## config.mk

```make
export PLATFORM = sky130hd
export DESIGN_NAME = game_event_fifo_flat
export DESIGN_NICKNAME = d
export VERILOG_FILES = /design/src/rtl/game_event_fifo_if.sv /design/src/rtl/game_event_fifo.sv /design/src/flat_wrapper.sv
export SDC_FILE = /design/constraint.sdc
export NUM_CORES = 1
export LEC_CHECK = 0
export BUFFER_PORTS_ARGS = -buffer_cell sky130_fd_sc_hd__buf_4
export CAP_MARGIN = 20
export CELL_PAD_IN_SITES_DETAIL_PLACEMENT = 0
export CELL_PAD_IN_SITES_GLOBAL_PLACEMENT = 2
export CORE_MARGIN = 4
export CORE_UTILIZATION = 35
export CTS_BUF_LIST = sky130_fd_sc_hd__clkbuf_8
export DETAILED_ROUTE_END_ITERATION = 10
export PLACE_DENSITY_LB_ADDON = 0.1
export SKIP_LAST_GASP = 1
export SLEW_MARGIN = 15
export SYNTH_ARGS = -nofsm -noshare
export SYNTH_HDL_FRONTEND = slang
export SYNTH_SLANG_ARGS = --single-unit
```

## constraint.sdc

```tcl
create_clock -name clock -period 4 [get_ports clock]
set_input_delay 0.4 -clock clock [delete_from_list [all_inputs] [get_ports clock]]
set_output_delay 0.4 -clock clock [all_outputs]
set_load 0.01 [all_outputs]
```

## src/rtl/game_event_fifo_if.sv

```systemverilog
// Consumer-side handshake of the game event FIFO: head event offered with valid, taken with ready.
// A pop happens on any clock edge where ev_valid & ev_ready; while ev_valid is high, ev_data is stable.
interface game_event_fifo_if;
    logic        ev_valid;
    logic        ev_ready;
    logic [13:0] ev_data;

    modport master (output ev_valid, output ev_data, input ev_ready);
    modport slave  (input ev_valid, input ev_data, output ev_ready);
endinterface

```

## src/rtl/game_event_fifo.sv

```systemverilog
// Captures WINNER/LOSER/GAMEOVER rises from the counter core, tags them with counter value and
// sequence number, and buffers them in a show-ahead FIFO with a one-entry pending slot.
module game_event_fifo #(
    parameter int DEPTH = 8
) (
    input  logic                     clock,
    input  logic                     reset_n,
    input  logic                     WINNER,
    input  logic                     LOSER,
    input  logic                     GAMEOVER,
    input  logic [1:0]               WHO,
    input  logic [3:0]               counter,
    game_event_fifo_if.master        ev,
    output logic [$clog2(DEPTH):0]   level,
    output logic                     overflow,
    output logic [7:0]               drop_count,
    input  logic                     clear_overflow
);
    localparam int AW = $clog2(DEPTH);

    typedef struct packed {
        logic [1:0] typ;
        logic [3:0] cnt;
    } ev_t;

    logic          w_q, l_q, g_q;
    logic          pend_v_q, pend_v_d;
    ev_t           pend_q, pend_d;
    logic [AW:0]   wr_ptr_q, rd_ptr_q;
    logic [7:0]    seq_q;
    logic [7:0]    drop_q, drop_d;
    logic          ovf_q, ovf_d;
    logic [13:0]   mem_q [DEPTH];

    logic          l_rise, w_rise, g_rise, g_legal, g_illegal;
    logic [1:0]    g_typ;
    logic          full, empty, pop, space, wr_en;
    logic [3:0]    cand_v;
    ev_t           cand [4];
    ev_t           first, second;
    logic [2:0]    n_cand, n_drop;
    logic [8:0]    drop_sum;

    assign l_rise    = LOSER & ~l_q;
    assign w_rise    = WINNER & ~w_q;
    assign g_rise    = GAMEOVER & ~g_q;
    assign g_legal   = g_rise & ((WHO == 2'b01) || (WHO == 2'b10));
    assign g_illegal = g_rise & ~g_legal;
    assign g_typ     = (WHO == 2'b10) ? 2'b11 : 2'b10;

    assign empty = (wr_ptr_q == rd_ptr_q);
    assign full  = (wr_ptr_q[AW-1:0] == rd_ptr_q[AW-1:0]) && (wr_ptr_q[AW] != rd_ptr_q[AW]);
    assign pop   = ~empty & ev.ev_ready;
    assign space = ~full | pop;

    assign ev.ev_valid = ~empty;
    assign ev.ev_data  = mem_q[rd_ptr_q[AW-1:0]];
    assign level       = wr_ptr_q - rd_ptr_q;
    assign overflow    = ovf_q;
    assign drop_count  = drop_q;

    // Candidates in priority order: pending slot, LOSER, WINNER, legal GAMEOVER.
    always_comb begin
        cand_v  = {g_legal, w_rise, l_rise, pend_v_q};
        cand[0] = pend_q;
        cand[1] = {2'b00, counter};
        cand[2] = {2'b01, counter};
        cand[3] = {g_typ, counter};
        first   = '0;
        second  = '0;
        n_cand  = '0;
        for (int i = 0; i < 4; i++) begin
            if (cand_v[i]) begin
                if (n_cand == 3'd0) first = cand[i];
                else if (n_cand == 3'd1) second = cand[i];
                n_cand = n_cand + 3'd1;
            end
        end

        wr_en    = 1'b0;
        pend_v_d = 1'b0;
        pend_d   = '0;
        n_drop   = '0;
        if (space) begin
            wr_en    = (n_cand != 3'd0);
            pend_v_d = (n_cand >= 3'd2);
            pend_d   = second;
            n_drop   = (n_cand > 3'd2) ? (n_cand - 3'd2) : 3'd0;
        end else begin
            // Blocked: the oldest candidate parks (or stays) in the pending slot.
            pend_v_d = (n_cand != 3'd0);
            pend_d   = first;
            n_drop   = (n_cand > 3'd1) ? (n_cand - 3'd1) : 3'd0;
        end
        n_drop = n_drop + {2'b00, g_illegal};

        drop_sum = {1'b0, drop_q} + {6'b000000, n_drop};
        if (clear_overflow) begin
            drop_d = '0;
            ovf_d  = 1'b0;
        end else begin
            drop_d = drop_sum[8] ? 8'hFF : drop_sum[7:0];
            ovf_d  = ovf_q | (n_drop != 3'd0);
        end
    end

    always_ff @(posedge clock or negedge reset_n) begin
        if (!reset_n) begin
            w_q      <= 1'b0;
            l_q      <= 1'b0;
            g_q      <= 1'b0;
            pend_v_q <= 1'b0;
            pend_q   <= '0;
            wr_ptr_q <= '0;
            rd_ptr_q <= '0;
            seq_q    <= '0;
            drop_q   <= '0;
            ovf_q    <= 1'b0;
        end else begin
            w_q      <= WINNER;
            l_q      <= LOSER;
            g_q      <= GAMEOVER;
            pend_v_q <= pend_v_d;
            pend_q   <= pend_d;
            drop_q   <= drop_d;
            ovf_q    <= ovf_d;
            if (wr_en) begin
                wr_ptr_q <= wr_ptr_q + 1'b1;
                seq_q    <= seq_q + 8'd1;
            end
            if (pop) rd_ptr_q <= rd_ptr_q + 1'b1;
        end
    end

    // Storage carries no reset; entries are only observable once written.
    always_ff @(posedge clock) begin
        if (wr_en) mem_q[wr_ptr_q[AW-1:0]] <= {first.typ, first.cnt, seq_q};
    end
endmodule

```

## src/flat_wrapper.sv

```systemverilog
// flat-port wrapper written by rule: the top's interface ports become plain ports
module game_event_fifo_flat 
#(
    parameter int DEPTH = 8
)
  (clock, reset_n, WINNER, LOSER, GAMEOVER, WHO, counter, level, overflow, drop_count, clear_overflow, ev_ev_valid, ev_ev_data, ev_ev_ready);
  game_event_fifo_if ev_i ();
  input  logic clock;
  input  logic reset_n;
  input  logic WINNER;
  input  logic LOSER;
  input  logic GAMEOVER;
  input  logic [1:0] WHO;
  input  logic [3:0] counter;
  output logic [$clog2(DEPTH):0] level;
  output logic overflow;
  output logic [7:0] drop_count;
  input  logic clear_overflow;
  output wire logic [$bits(ev_i.ev_valid)-1:0] ev_ev_valid;
  output wire logic [$bits(ev_i.ev_data)-1:0] ev_ev_data;
  input wire logic [$bits(ev_i.ev_ready)-1:0] ev_ev_ready;
  assign ev_ev_valid = ev_i.ev_valid;
  assign ev_ev_data = ev_i.ev_data;
  assign ev_i.ev_ready = ev_ev_ready;
  game_event_fifo #(.DEPTH(DEPTH)) u_core (.clock(clock), .reset_n(reset_n), .WINNER(WINNER), .LOSER(LOSER), .GAMEOVER(GAMEOVER), .WHO(WHO), .counter(counter), .ev(ev_i), .level(level), .overflow(overflow), .drop_count(drop_count), .clear_overflow(clear_overflow));
endmodule
```

==> impl.org, run 1 <==
** Pwr
- In this run switching power makes up 35.2% of total power.
- The share of total power dissipated in sequential elements is 38.5%.
- Portion of total power attributed to combinational logic :: 41.9%
- Internal Pwr Total :: approximately 3.9 mW
- Pwr Density :: around 760 nW/um^2
- Net switching power of the design :: between 2 and 2.5 mW
- Power share of the clock group :: between 10% and 20%
- The worst-case IR drop observed on VDD is approximately 0.00028 V.
- Leakage :: just over 3 nW

** Final layout
- Cells with a size suffix above 1 make up 31.1% of the layout.
- The finished layout holds approximately 760 standard cells, fillers aside.
- The final layout contains about 550 nets.
- Commonest non-fill, non-tap cells in the layout :: sky130_fd_sc_hd__edfxtp_1 (112), sky130_fd_sc_hd__buf_4 (82), sky130_fd_sc_hd__nand2_1 (65)
- Measured on the finished design, the core utilization comes to 43.4%.
- The library cell used most frequently in the layout, excluding fill and tap cells, is sky130_fd_sc_hd__edfxtp_1.
- 0 antenna diodes ended up in the layout.
- From synthesis to final layout, the design area changed by 21.1%.

** Timing
- Worst setup slack after layout :: approximately 0.18 ns
- Of the available clock period, the critical path in the final layout requires between 90% and 100%.
- Max Transition Viols Final :: 0
- Based on the critical path, the design can be clocked at up to ~0.26 GHz.
- Worst relative slew slack :: between 40% and 50%
- For the final database, setup skew stands at between 0.01 and 0.015 ns.
- Final hold violations :: 0
- Across all hold checks on the routed design, the worst slack comes to roughly 0.092 ns.
- Setup violations remaining at the end of the flow were counted as 0.
- For the pin with the worst max-slew slack, the measured transition is 0.782 ns.
- The smallest clock period supported by the final layout is computed as between 3 and 4 ns.

** Yosys
- The synthesized design spends more area on one cell type than any other, namely sky130_fd_sc_hd__edfxtp_1.
- Async set-reset flop share out of synthesis :: 23.8%
- After synthesis, the netlist uses 47 different library cells.
- Combinational family with the most area after synthesis :: multiplexers
- Leading cell types by total area after synthesis :: sky130_fd_sc_hd__edfxtp_1 (52%), sky130_fd_sc_hd__dfrtp_1 (13%), sky130_fd_sc_hd__mux4_2 (9.7%)
- Fraction of the mapped netlist area in simple logic gates :: about 9.7%
- The synthesized design contains ~150 register bits.
- Synthesized instance count :: 433
- The Yosys step of the flow raised 0 warnings.
- Yosys mapped a number of flops with a built-in enable equal to about 110.
- Synthesized net count :: ~470
- Fraction of the mapped netlist area in compound gates :: 4.27%
- Summing the areas of all xor and xnor instances in the mapped netlist gives around 3.4% of the synthesized area.
- Summing every instance area after synthesis gives 6510 sq um.
- Syn Area/Cell :: 15.0 sq um
- Proportion of synthesized chip area in sequential cells :: about two thirds
- Share of cell area taken by muxes after synthesis :: a little over a tenth
- Adder and majority gate portion of the synthesized area :: 4.27%
- Primary flip-flop cell chosen by synthesis mapping :: sky130_fd_sc_hd__edfxtp_1
- Yosys top cell area share :: 51.7%

** Floorplanning
- Pin placement for this block handled roughly 40 I/O pins.
- Measured along the x axis, the die boundary spans between 100 and 150 um.
- Die span in y :: roughly 140 um
- The die covers 20800 sq um.
- Starting density of the core :: between 30% and 40%
- Core area :: approximately 18000 sq um
- In this run the core area contains 49 standard-cell rows.

** Clock tree
- The H-tree was split into 4 levels.
- Clk Latency, worst-skew pair :: between 0.4 and 0.5 ns
- Number of buffers inserted during clock tree synthesis :: 17
- Clock tree synthesis found a total of between 100 and 150 sinks.
- TritonCTS built the clock tree.
- Clk root buf :: sky130_fd_sc_hd__clkbuf_8
- CTS Buffer Depth :: 2
- After clock tree synthesis, the clock-pin slew on the worst setup and hold paths is 0.08 ns.

** Placement
- Prior to clock tree synthesis, the placed netlist has a worst setup slack of -0.116 ns.
- HPWL after detailed placement :: ~8900 um
- Placed Instances :: about 730
- Buffers placed on the I/O ports in this run total 40.
- Routability Congestion :: ~0.73

** Global routing
- GRT Total Usage :: 14.2%
- Vias in the first global route :: ~4000
- The initial antenna violation count came to 0.
- The first global-routing pass estimated 22000 um of wire.
- After global routing the overflow that remains totals 0.
- Largest net degree at the start of global routing :: 36

** Drt
- After the first detailed-routing iteration, the DRC count stood at ~160.
- In this run the remaining antenna-violating nets after routing total 0.
- For this run, design rule violations remaining after detail routing come to 0.
- For this block, the routed nets add up to between 10000 and 15000 um of wire.
- For this block, the via count after detailed routing is 3763.
- The first detailed-routing pass took 4 iterations.
- Avg Vias per Cell :: 4.96
- Wire per inst :: roughly 18 um

** Min path
- The path class of the tightest hold or removal check is primary input to flop.

** Status
- Status :: finished, final reports clean

** Setup path
- The worst setup path is launched from a flop.
- At the worst endpoint, the arrival time is around 4.2 ns.
- Crit end category :: flop
- Critical path class :: flop to flop
- Largest fanout on the critical path :: 6
- STA puts the critical path data required time at about 4.4 ns.

** Flow run
- Max-Cap Viols :: 0
[metal layers]
layer | share of wire, % | track usage, % | vias to the layer above
met2 | 53 | 25.1 | 66
met3 | 3.5 | 3.74 | 9
li1 | - | - | 1795
met4 | 0.78 | 3.39 | 0
met1 | 43 | 17.6 | 1893
met5 | 0 | 0 | -
[power groups by stage]
stage | combinational (mW) | sequential (mW) | clock (mW)
4_1_cts | 2.55 | 2.32 | 1.21
6_report | 2.52 | 2.31 | 1.17
5_1_grt | 2.82 | 2.35 | 1.27
3_3_place_gp | 2.52 | 2.33 | 0
2_1_floorplan | 1.52 | 2.31 | 0
3_5_place_dp | 2.54 | 2.35 | 0
[cell families (layout without fill, tap and decap cells)]
logic type,after synthesis,in the layout
adder cells (fa/ha/maj),21,21
AND/OR/NAND/NOR,129,129
multiplexers,35,35
flip-flops,147,147
XOR/XNOR,25,25
buffers and inverters,37,134
AO/OA/AOI/OAI,39,39
[final timing paths]
check	slack [ns]	depth (start not counted)	to	startpoint
worst max register to register	0.18	18	u_core.drop_count[0]	u_core.l_q
max in group asynchronous	3.14	2	u_core.rd_ptr_q[0]	reset_n
worst max-delay path	0.18	18	u_core.drop_count[0]	u_core.l_q
worst min-delay path	0.09	1	u_core.w_q	WINNER
min in group asynchronous	0.47	2	u_core.drop_count[7]	reset_n
worst min register to register	0.50	1	u_core.rd_ptr_q[3]	u_core.rd_ptr_q[3]
[cells in the mapped netlist (all sizes together) (6+ instances only)]
library cell  number
nand2             66
edfxtp           112
inv               20
mux4              28
buf               11
nor3              12
clkbuf             6
nor2              13
a21oi             12
dfrtp             35
nand3              7
xnor2             20
ha                19
nand4              9
[worst max-delay path, cell delays in order, from the launching register on]
cell	delay [ns]
sky130_fd_sc_hd__dfrtp_1	0.39
sky130_fd_sc_hd__nand2b_4	0.16
sky130_fd_sc_hd__ha_4	0.23
sky130_fd_sc_hd__xnor2_2	0.23
sky130_fd_sc_hd__inv_1	0.13
sky130_fd_sc_hd__ha_4	0.26
sky130_fd_sc_hd__or4b_4	0.54
sky130_fd_sc_hd__nand2_2	0.09
sky130_fd_sc_hd__nor2_1	0.06
sky130_fd_sc_hd__ha_1	0.20
sky130_fd_sc_hd__ha_4	0.28
sky130_fd_sc_hd__inv_1	0.05
sky130_fd_sc_hd__fa_1	0.40
sky130_fd_sc_hd__inv_1	0.07
sky130_fd_sc_hd__a21o_1	0.13
sky130_fd_sc_hd__nand4_1	0.13
sky130_fd_sc_hd__inv_1	0.12
sky130_fd_sc_hd__nand3_4	0.12
sky130_fd_sc_hd__a21oi_1	0.17
[registers in the layout (all words and copies together) (netlist names)]
name	count
u_core.g_q	1
u_core.cand	6
u_core.w_q	1
u_core.rd_ptr_q	4
u_core.seq_q	8
u_core.l_q	1
u_core.wr_ptr_q	4
u_core.drop_count	8
u_core.overflow	1
u_core.mem_q	112
u_core.pend_v_q	1
[stage by stage]
step	setup TNS, ns	instance area [sq um]	power (mW)
finish	0	7880	6.01
detailed placement	-0.587	7390	4.89
global route	-0.0298	7880	6.44
global placement	-0.0494	7390	4.85
floorplan	0	6520	3.83
CTS	0	7800	6.08
[timing repair]
action                     in CTS  in global routing
setup endpoints to repair       6                  8
buffers inserted                0                  1
hold buffers                    1                  0
pin swaps                       0                  1
resized for setup               1                 10
hold endpoints to repair       35                  0
[cell type report]
cell class | count | area [sq um]
well taps | 229 | 287
flip-flops and latches | 147 | 4240
repair buffers | 83 | 626
clock inverters | 14 | 164
fillers | 1690 | 10300
inverters | 20 | 75.1
multi-input cells | 249 | 2260
clock buffers | 17 | 234
(Power assumes the default switching activity.)
==> run 2, diff against run 1 <==
- clock period: 4 -> 4.35 ns (I/O delays scaled with it)
==> impl.org, run 2 (synthesis gave the netlist of run 1 again) <==
** Status
- Status: finished, final reports clean (unchanged).

** Global routing
- Vias in the first global route :: 3963 (was 3995)
- Antenna violations before repair :: 0 (unchanged)
- GRT Total Usage :: 14.3% (was 14.2%)
- The pin count of the biggest net entering global routing is 36 (unchanged).
- The wire length of the first global-routing pass is 21900 um (was 22000 um).
- The remaining global-route overflow is 0 (unchanged).

** Placement
- The estimated wirelength of the detail-placed design was 8720 um (was 8850 um).
- Placed Instances :: 712 (was 726)
- Port Buffers :: 40 (unchanged)
- Placement-stage worst setup slack :: -0.00969 ns (was -0.116 ns)
- Placed inst area :: 7290 sq um (was 7390 sq um)
- The final estimated routing congestion in global placement was 0.746 (was 0.733).

** Final layout
- The number of flip-flops under the largest register name came to 112 (unchanged).
- Leading cell type in the layout, fill and taps excluded :: sky130_fd_sc_hd__edfxtp_1 (unchanged)
- Antenna diode instance count :: 0 (unchanged)
- The post-layout net count came to 539 (was 552).
- The share of post-route cells with drive strength above 1 came to 28.2% (was 31.1%).
- Area Overhead vs Synth :: 18.0% (was 21.1%)
- Commonest non-fill, non-tap cells in the layout: sky130_fd_sc_hd__edfxtp_1 (112), sky130_fd_sc_hd__buf_4 (69), sky130_fd_sc_hd__nand2_1 (66) (was sky130_fd_sc_hd__edfxtp_1 (112), sky130_fd_sc_hd__buf_4 (82), sky130_fd_sc_hd__nand2_1 (65)).
- The final non-filler cell area is 7680 sq um (was 7880 sq um).
- The final instance count without filler cells was 747 (was 759).
- Final design utilization :: 42.3% (was 43.4%)

** Drt
- Avg Vias per Cell :: 5.02 (was 4.96)
- The detailed-router iteration count before antenna repair came to 4 (unchanged).
- Sum of routed wire length over all layers :: 13900 um (about the same)
- The DRC marker count from the first detailed-route iteration is 178 (was 159).
- Number of nets with antenna violations after routing :: 0 (unchanged)
- The average wire length per cell after detail routing is 18.6 um (was 18.3 um).
- The number of vias after detailed routing is 3747 (was 3763).
- The DRC violation count after routing came to 0 (unchanged).

** Pwr
- Total design power :: 5.33 mW (was 6.01 mW)
- The standby leakage power came to 2.97 nW (was 3.05 nW).
- Flop pwr share :: 40.1% (was 38.5%)
- The power per standard cell area came to 694 nW/um^2 (was 762 nW/um^2).
- Power share of the clock group :: 18.0% (was 19.5%)
- Proportion of total power due to net switching :: 36.2% (was 35.2%)
- The net switching power of the design was 1.93 mW (was 2.11 mW).
- Internal Pwr Total :: 3.40 mW (was 3.89 mW)
- Portion of total power attributed to combinational logic :: 41.9% (about the same)
- The worst-case vdd ir drop is 0.000232 V (was 0.000279 V).

** Setup path
- Critical path class :: flop to flop (unchanged)
- The maximum fanout along the worst path came to 6 (unchanged).
- The worst stage delay on the critical path was 0.55 ns (was 0.54 ns).
- Ordered cell list for the critical path: nand2b_1 -> ha_1 -> xnor2_2 -> inv_1 -> ha_1 -> or4b_4 -> nand2_1 -> nor2_1 -> ha_1 -> ha_1 -> inv_1 -> fa_1 -> inv_1 -> a21o_1 -> nand4_1 -> inv_1 -> nand3_1 -> a21oi_1 (was nand2b_4 -> ha_4 -> xnor2_2 -> inv_1 -> ha_4 -> or4b_4 -> nand2_2 -> nor2_1 -> ha_1 -> ha_4 -> inv_1 -> fa_1 -> inv_1 -> a21o_1 -> nand4_1 -> inv_1 -> nand3_4 -> a21oi_1).
- Crit end category :: flop (unchanged)
- The slowest stage cell on the critical path is sky130_fd_sc_hd__or4b_4 (unchanged).
- The data arrival time of the worst path came to 4.43 ns (was 4.18 ns).
- The nature of the critical path startpoint is a flop (unchanged).
- The required time at the worst-slack endpoint was 4.71 ns (was 4.36 ns).

** Flow run
- The max-cap check violation count is 0 (unchanged).

** Floorplanning
- DIE AREA :: 20800 sq um (unchanged)
- IO Pins :: 41 (unchanged)
- Starting density of the core :: 35.9% (unchanged)
- Core area :: 18100 sq um (unchanged)
- Die span in y :: 144 um (unchanged)
- The number of core rows is 49 (unchanged).
- Horizontal extent of the die :: 144 um (unchanged)

** Clock tree
- The clock latency on the worst-skew pair is 0.44 ns (was 0.43 ns).
- The number of sinks handled by clock tree synthesis is 147 (unchanged).
- H-tree depth reported by CTS :: 4 (unchanged)
- The total clock buffers created by CTS came to 17 (unchanged).
- The clock root buffer is sky130_fd_sc_hd__clkbuf_8 (unchanged).
- Clock transition time at the flip-flop clock pins of the worst setup and hold paths :: 0.08 ns (about the same)
- The clock tree from TritonCTS is built (unchanged).
- The maximum number of buffers from clock root to sink is 2 (unchanged).

** Timing
- The maximum clock skew at final layout is 0.00790 ns (was 0.0145 ns).
- The portion of the clock cycle consumed by the worst path in the final layout is 93.6% (was 95.4%).
- Worst relative slew slack :: 36.5% (was 47.8%)
- Unrepaired setup endpoints after global routing :: false
- The post-layout minimum cycle time is 4.07 ns (was 3.82 ns).
- Final Setup Violations :: 0 (unchanged)
- Worst setup slack after layout :: 0.280 ns (was 0.185 ns)
- The final hold slack is 0.117 ns (was 0.0923 ns).
- The final hold violation count was 0 (unchanged).
- The slew at the pin closest to its max-slew limit was 0.951 ns (was 0.782 ns).
- Summed negative setup slack over all endpoints :: 0 ns (unchanged)
- Achievable Freq :: 0.246 GHz (was 0.262 GHz)
- Max Transition Viols Final :: 0 (unchanged)

** Min path
- Type of the most critical hold path :: primary input to flop (unchanged)
==> run 2: path summary, 6_finish.rpt <==
check	start	to	slack, ns	cells after the start
setup / recovery	u_core.l_q	u_core.drop_count[2]	0.28	18
hold / removal	WINNER	u_core.w_q	0.12	1
setup reg to reg	u_core.l_q	u_core.drop_count[2]	0.28	18
hold reg to reg	u_core.rd_ptr_q[3]	u_core.rd_ptr_q[3]	0.49	1
max in group asynchronous	reset_n	u_core.rd_ptr_q[0]	3.43	2
min in group asynchronous	reset_n	u_core.l_q	0.51	2
==> run 2: cell type report <==
| type | count | area (sq um) |
|---|---|---|
| Inverter | 20 | 75.1 |
| Clock buffer | 17 | 234 |
| Multi-Input combinational cell | 249 | 2190 |
| Sequential cell | 147 | 4240 |
| Fill cell | 1696 | 10500 |
| Clock inverter | 15 | 120 |
| Timing Repair Buffer | 70 | 528 |
| Tap cell | 229 | 287 |
==> run 2: power groups by stage <==
stage                     Combinational (mW)  Clock, mW  Sequential, mW
after global placement                  2.27          0            2.15
after floorplan                         1.39          0            2.13
after CTS                               2.29       1.01            2.14
after detailed placement                2.28          0            2.17
final                                   2.23      0.958            2.14
after global routing                    2.49       1.07            2.18
==> run 2: layer usage <==
layer  global-route usage, %  part of all wire [%]
met5                       0                     0
met1                    17.7                    44
met3                    3.31                   2.8
met4                    4.61                   1.3
met2                    24.7                    52
==> run 2: worst max-delay path: cells and delay by family, from the launching register on <==
family,cells,cell delay (ns)
and+or+nand+nor,6,1.22
DFF,1,0.37
adders and majority gates,5,1.54
AOI/OAI and AO/OA,2,0.36
xor gates and xnor gates,1,0.22
buffers and inverters,4,0.29
==> run 2: timing repair <==
item,in CTS,in global routing
endpoints found under the hold margin,35,0
hold buffers,1,0
setup buffers,0,2
setup endpoints to repair,0,8
resized for setup,0,2
==> run 3, diff against run 2 <==
- CORE_ASPECT_RATIO: not set -> 0.5
==> impl.org, run 3 (synthesis gave the netlist of run 1 again) <==
** Pwr
- Pwr Density :: 699 nW/um^2 (was 694 nW/um^2)
- The standby leakage power is 2.95 nW (was 2.97 nW).
- Worst-case vdd ir drop :: 0.000221 V (was 0.000232 V)
- Total design power :: 5.39 mW (was 5.33 mW)

** Floorplanning
- The initial core utilization came to 36.6% (was 35.9%).
- Core area :: 17800 sq um (was 18100 sq um)
- The die width is 201 um (was 144 um).
- Die span in y :: 104 um (was 144 um)
- IO Pins :: 41 (unchanged)
- The die footprint came to 21000 sq um (was 20800 sq um).
- Row cnt :: 34 (was 49)

** Clock tree
- The level count of the clock H-tree came to 4 (unchanged).
- The clock tree from TritonCTS is built (unchanged).
- The number of sinks handled by clock tree synthesis is 147 (unchanged).
- Clk root buf :: sky130_fd_sc_hd__clkbuf_8 (unchanged)
- Clk Latency, worst-skew pair :: 0.44 ns (about the same)
- Clock transition time at the flip-flop clock pins of the worst setup and hold paths :: 0.08 ns (about the same)
- Number of buffers inserted during clock tree synthesis :: 17 (unchanged)
- The maximum number of buffers from clock root to sink came to 2 (unchanged).

** Timing
- The count of endpoints failing setup in the final report came to 0 (unchanged).
- Max Transition Viols Final :: 0 (unchanged)
- Unrepaired setup endpoints after global routing: false (unchanged).
- Worst relative slew slack :: 34.0% (was 36.5%)
- Achievable Freq :: 0.250 GHz (was 0.246 GHz)
- Time the final worst path needs with I/O delays and setup :: 4.01 ns (was 4.07 ns)
- The final hold violation count came to 0 (unchanged).
- Final period util :: 92.1% (was 93.6%)
- Worst Max-Slew Pin Slew :: 0.986 ns (was 0.951 ns)
- The maximum clock skew at final layout is 0.0132 ns (was 0.00790 ns).

** Final layout
- Area Overhead vs Synth :: 18.4% (was 18.0%)
- The share of post-route cells with drive strength above 1 came to 27.8% (was 28.2%).
- Final design utilization :: 43.3% (was 42.3%)
- The post-layout net count was 536 (was 539).
- The commonest non-fill, non-tap cell in the layout is sky130_fd_sc_hd__edfxtp_1 (unchanged).
- Number of standard cells in the final layout excluding fillers :: 748 (was 747)
- The antenna diode instance count is 0 (unchanged).
- Commonest non-fill, non-tap cells in the layout :: sky130_fd_sc_hd__edfxtp_1 (112), sky130_fd_sc_hd__nand2_1 (66), sky130_fd_sc_hd__buf_4 (66) (was sky130_fd_sc_hd__edfxtp_1 (112), sky130_fd_sc_hd__buf_4 (69), sky130_fd_sc_hd__nand2_1 (66))
- The number of flip-flops under the largest register name is 112 (unchanged).

** Min path
- Type of the most critical hold path :: primary input to flop (unchanged)

** Drt
- The DRC marker count from the first detailed-route iteration came to 148 (was 178).
- Sum of routed wire length over all layers :: 13900 um (about the same)
- Number of nets with antenna violations after routing :: 0 (unchanged)
- Wire per inst :: 18.6 um (about the same)
- Router iterations before antenna repair :: 5 (was 4)
- The ratio of routed vias to standard cells was 4.94 (was 5.02).
- The number of vias after detailed routing is 3698 (was 3747).
- The DRC violation count after routing was 0 (unchanged).

** Status
- Status: finished, final reports clean (unchanged).

** Global routing
- Wire length of the first global-routing pass :: 22700 um (was 21900 um)
- Total overflow reported by the global router :: 0 (unchanged)
- Vias in the first global route :: 3930 (was 3963)
- The pin count of the biggest net entering global routing came to 36 (unchanged).
- Antenna violations before repair :: 0 (unchanged)
- GRT Total Usage :: 14.0% (was 14.3%)

** Setup path
- The reg-to-reg setup timing slack came to 0.34 ns (was 0.28 ns).
- Critical path's slowest cell :: sky130_fd_sc_hd__or4b_4 (unchanged)
- Critical path data required time :: 4.71 ns (about the same)
- The maximum fanout along the worst path came to 6 (unchanged).
- Arrival time of data at the critical path endpoint :: 4.36 ns (was 4.43 ns)
- Ordered cell list for the critical path :: nand2b_1 -> buf_4 -> ha_1 -> mux2_2 -> ha_1 -> or4b_4 -> nand2_1 -> nor2_1 -> ha_1 -> ha_4 -> inv_1 -> fa_1 -> inv_1 -> a21o_1 -> nand4_1 -> inv_1 -> nand3_2 -> a21oi_1 (was nand2b_1 -> ha_1 -> xnor2_2 -> inv_1 -> ha_1 -> or4b_4 -> nand2_1 -> nor2_1 -> ha_1 -> ha_1 -> inv_1 -> fa_1 -> inv_1 -> a21o_1 -> nand4_1 -> inv_1 -> nand3_1 -> a21oi_1)
- The worst stage delay on the critical path is 0.55 ns (about the same).
- Crit path launch type :: flop (unchanged)
- The kind of critical path was flop to flop (unchanged).
- Crit end category :: flop (unchanged)

** Placement
- Placed Instances :: 713 (was 712)
- HPWL after detailed placement :: 8570 um (was 8720 um)
- The number of I/O port buffers was 40 (unchanged).
- Routability Congestion :: 0.724 (was 0.746)

** Flow run
- Max-Cap Viols :: 0 (unchanged)
run 3: cell types whose count changed in the layout (fill, tap and decap cells not counted), sizes merged:
cell | before | now
clkinv | 5 | 4
clkinvlp | 4 | 3
bufinv | 1 | 2
buf | 69 | 66
run 3: timing repair:
action,CTS,global route
setup endpoints to repair,0,8
setup buffers,0,3
hold endpoints to repair,35,0
hold buffers,1,0
gates resized for setup,0,5
run 3: path summary, 6_finish.rpt:
kind | end | start | cells past startpoint
max | u_core.drop_count[1] | u_core.l_q | 18
min in group asynchronous | u_core.drop_count[3] | reset_n | 2
min reg2reg | u_core.rd_ptr_q[3] | u_core.rd_ptr_q[3] | 1
min | u_core.g_q | GAMEOVER | 1
max in group asynchronous | u_core.rd_ptr_q[0] | reset_n | 2
max reg2reg | u_core.drop_count[1] | u_core.l_q | 18
run 3: where the power goes:
part | internal [mW] | switching, mW | leakage, nW
clock | 0.503 | 0.535 | 0.186
combinational | 1.00 | 1.21 | 1.28
sequential | 1.95 | 0.189 | 1.48
total | 3.46 | 1.93 | 2.95
run 3: worst max-delay path, delay by kind of cell, from the launching register on:
kind                     cells  cell delay [ns]
flip-flops                   1             0.37
multiplexers                 1             0.29
AND/OR/NAND/NOR              6             1.15
AO/OA/AOI/OAI                2             0.32
adder cells (fa/ha/maj)      5             1.43
buffers and inverters        4             0.37
run 3: cell type report:
type | instances | area, sq um
Sequential cell | 147 | 4240
Multi-Input combinational cell | 249 | 2220
Inverter | 20 | 75.1
Clock buffer | 17 | 234
Fill cell | 1648 | 10100
Tap cell | 234 | 293
Timing Repair Buffer | 67 | 505
Clock inverter | 14 | 138
run 3: metal layers:
| layer | up-vias | share of wire (%) | GRT usage (%) |
|---|---|---|---|
| li1 | 1768 | - | - |
| met1 | 1878 | 50 | 20.4 |
| met2 | 45 | 46 | 21.2 |
| met3 | 7 | 3.3 | 3.96 |
| met4 | 0 | 0.55 | 2.94 |
| met5 | - | 0 | 0 |
run 3: per-stage QoR:
stage	setup TNS (ns)	hold slack (ns)	setup slack (ns)	area [sq um]
floorplan	0	0.139	0.109	6510
global placement	0	0.447	0.0922	7260
detailed placement	-0.0386	0.448	-0.0162	7260
CTS	0	0.0895	0.0554	7640
global route	0	0.0831	0.0213	7700
finish	0	0.122	0.344	7700
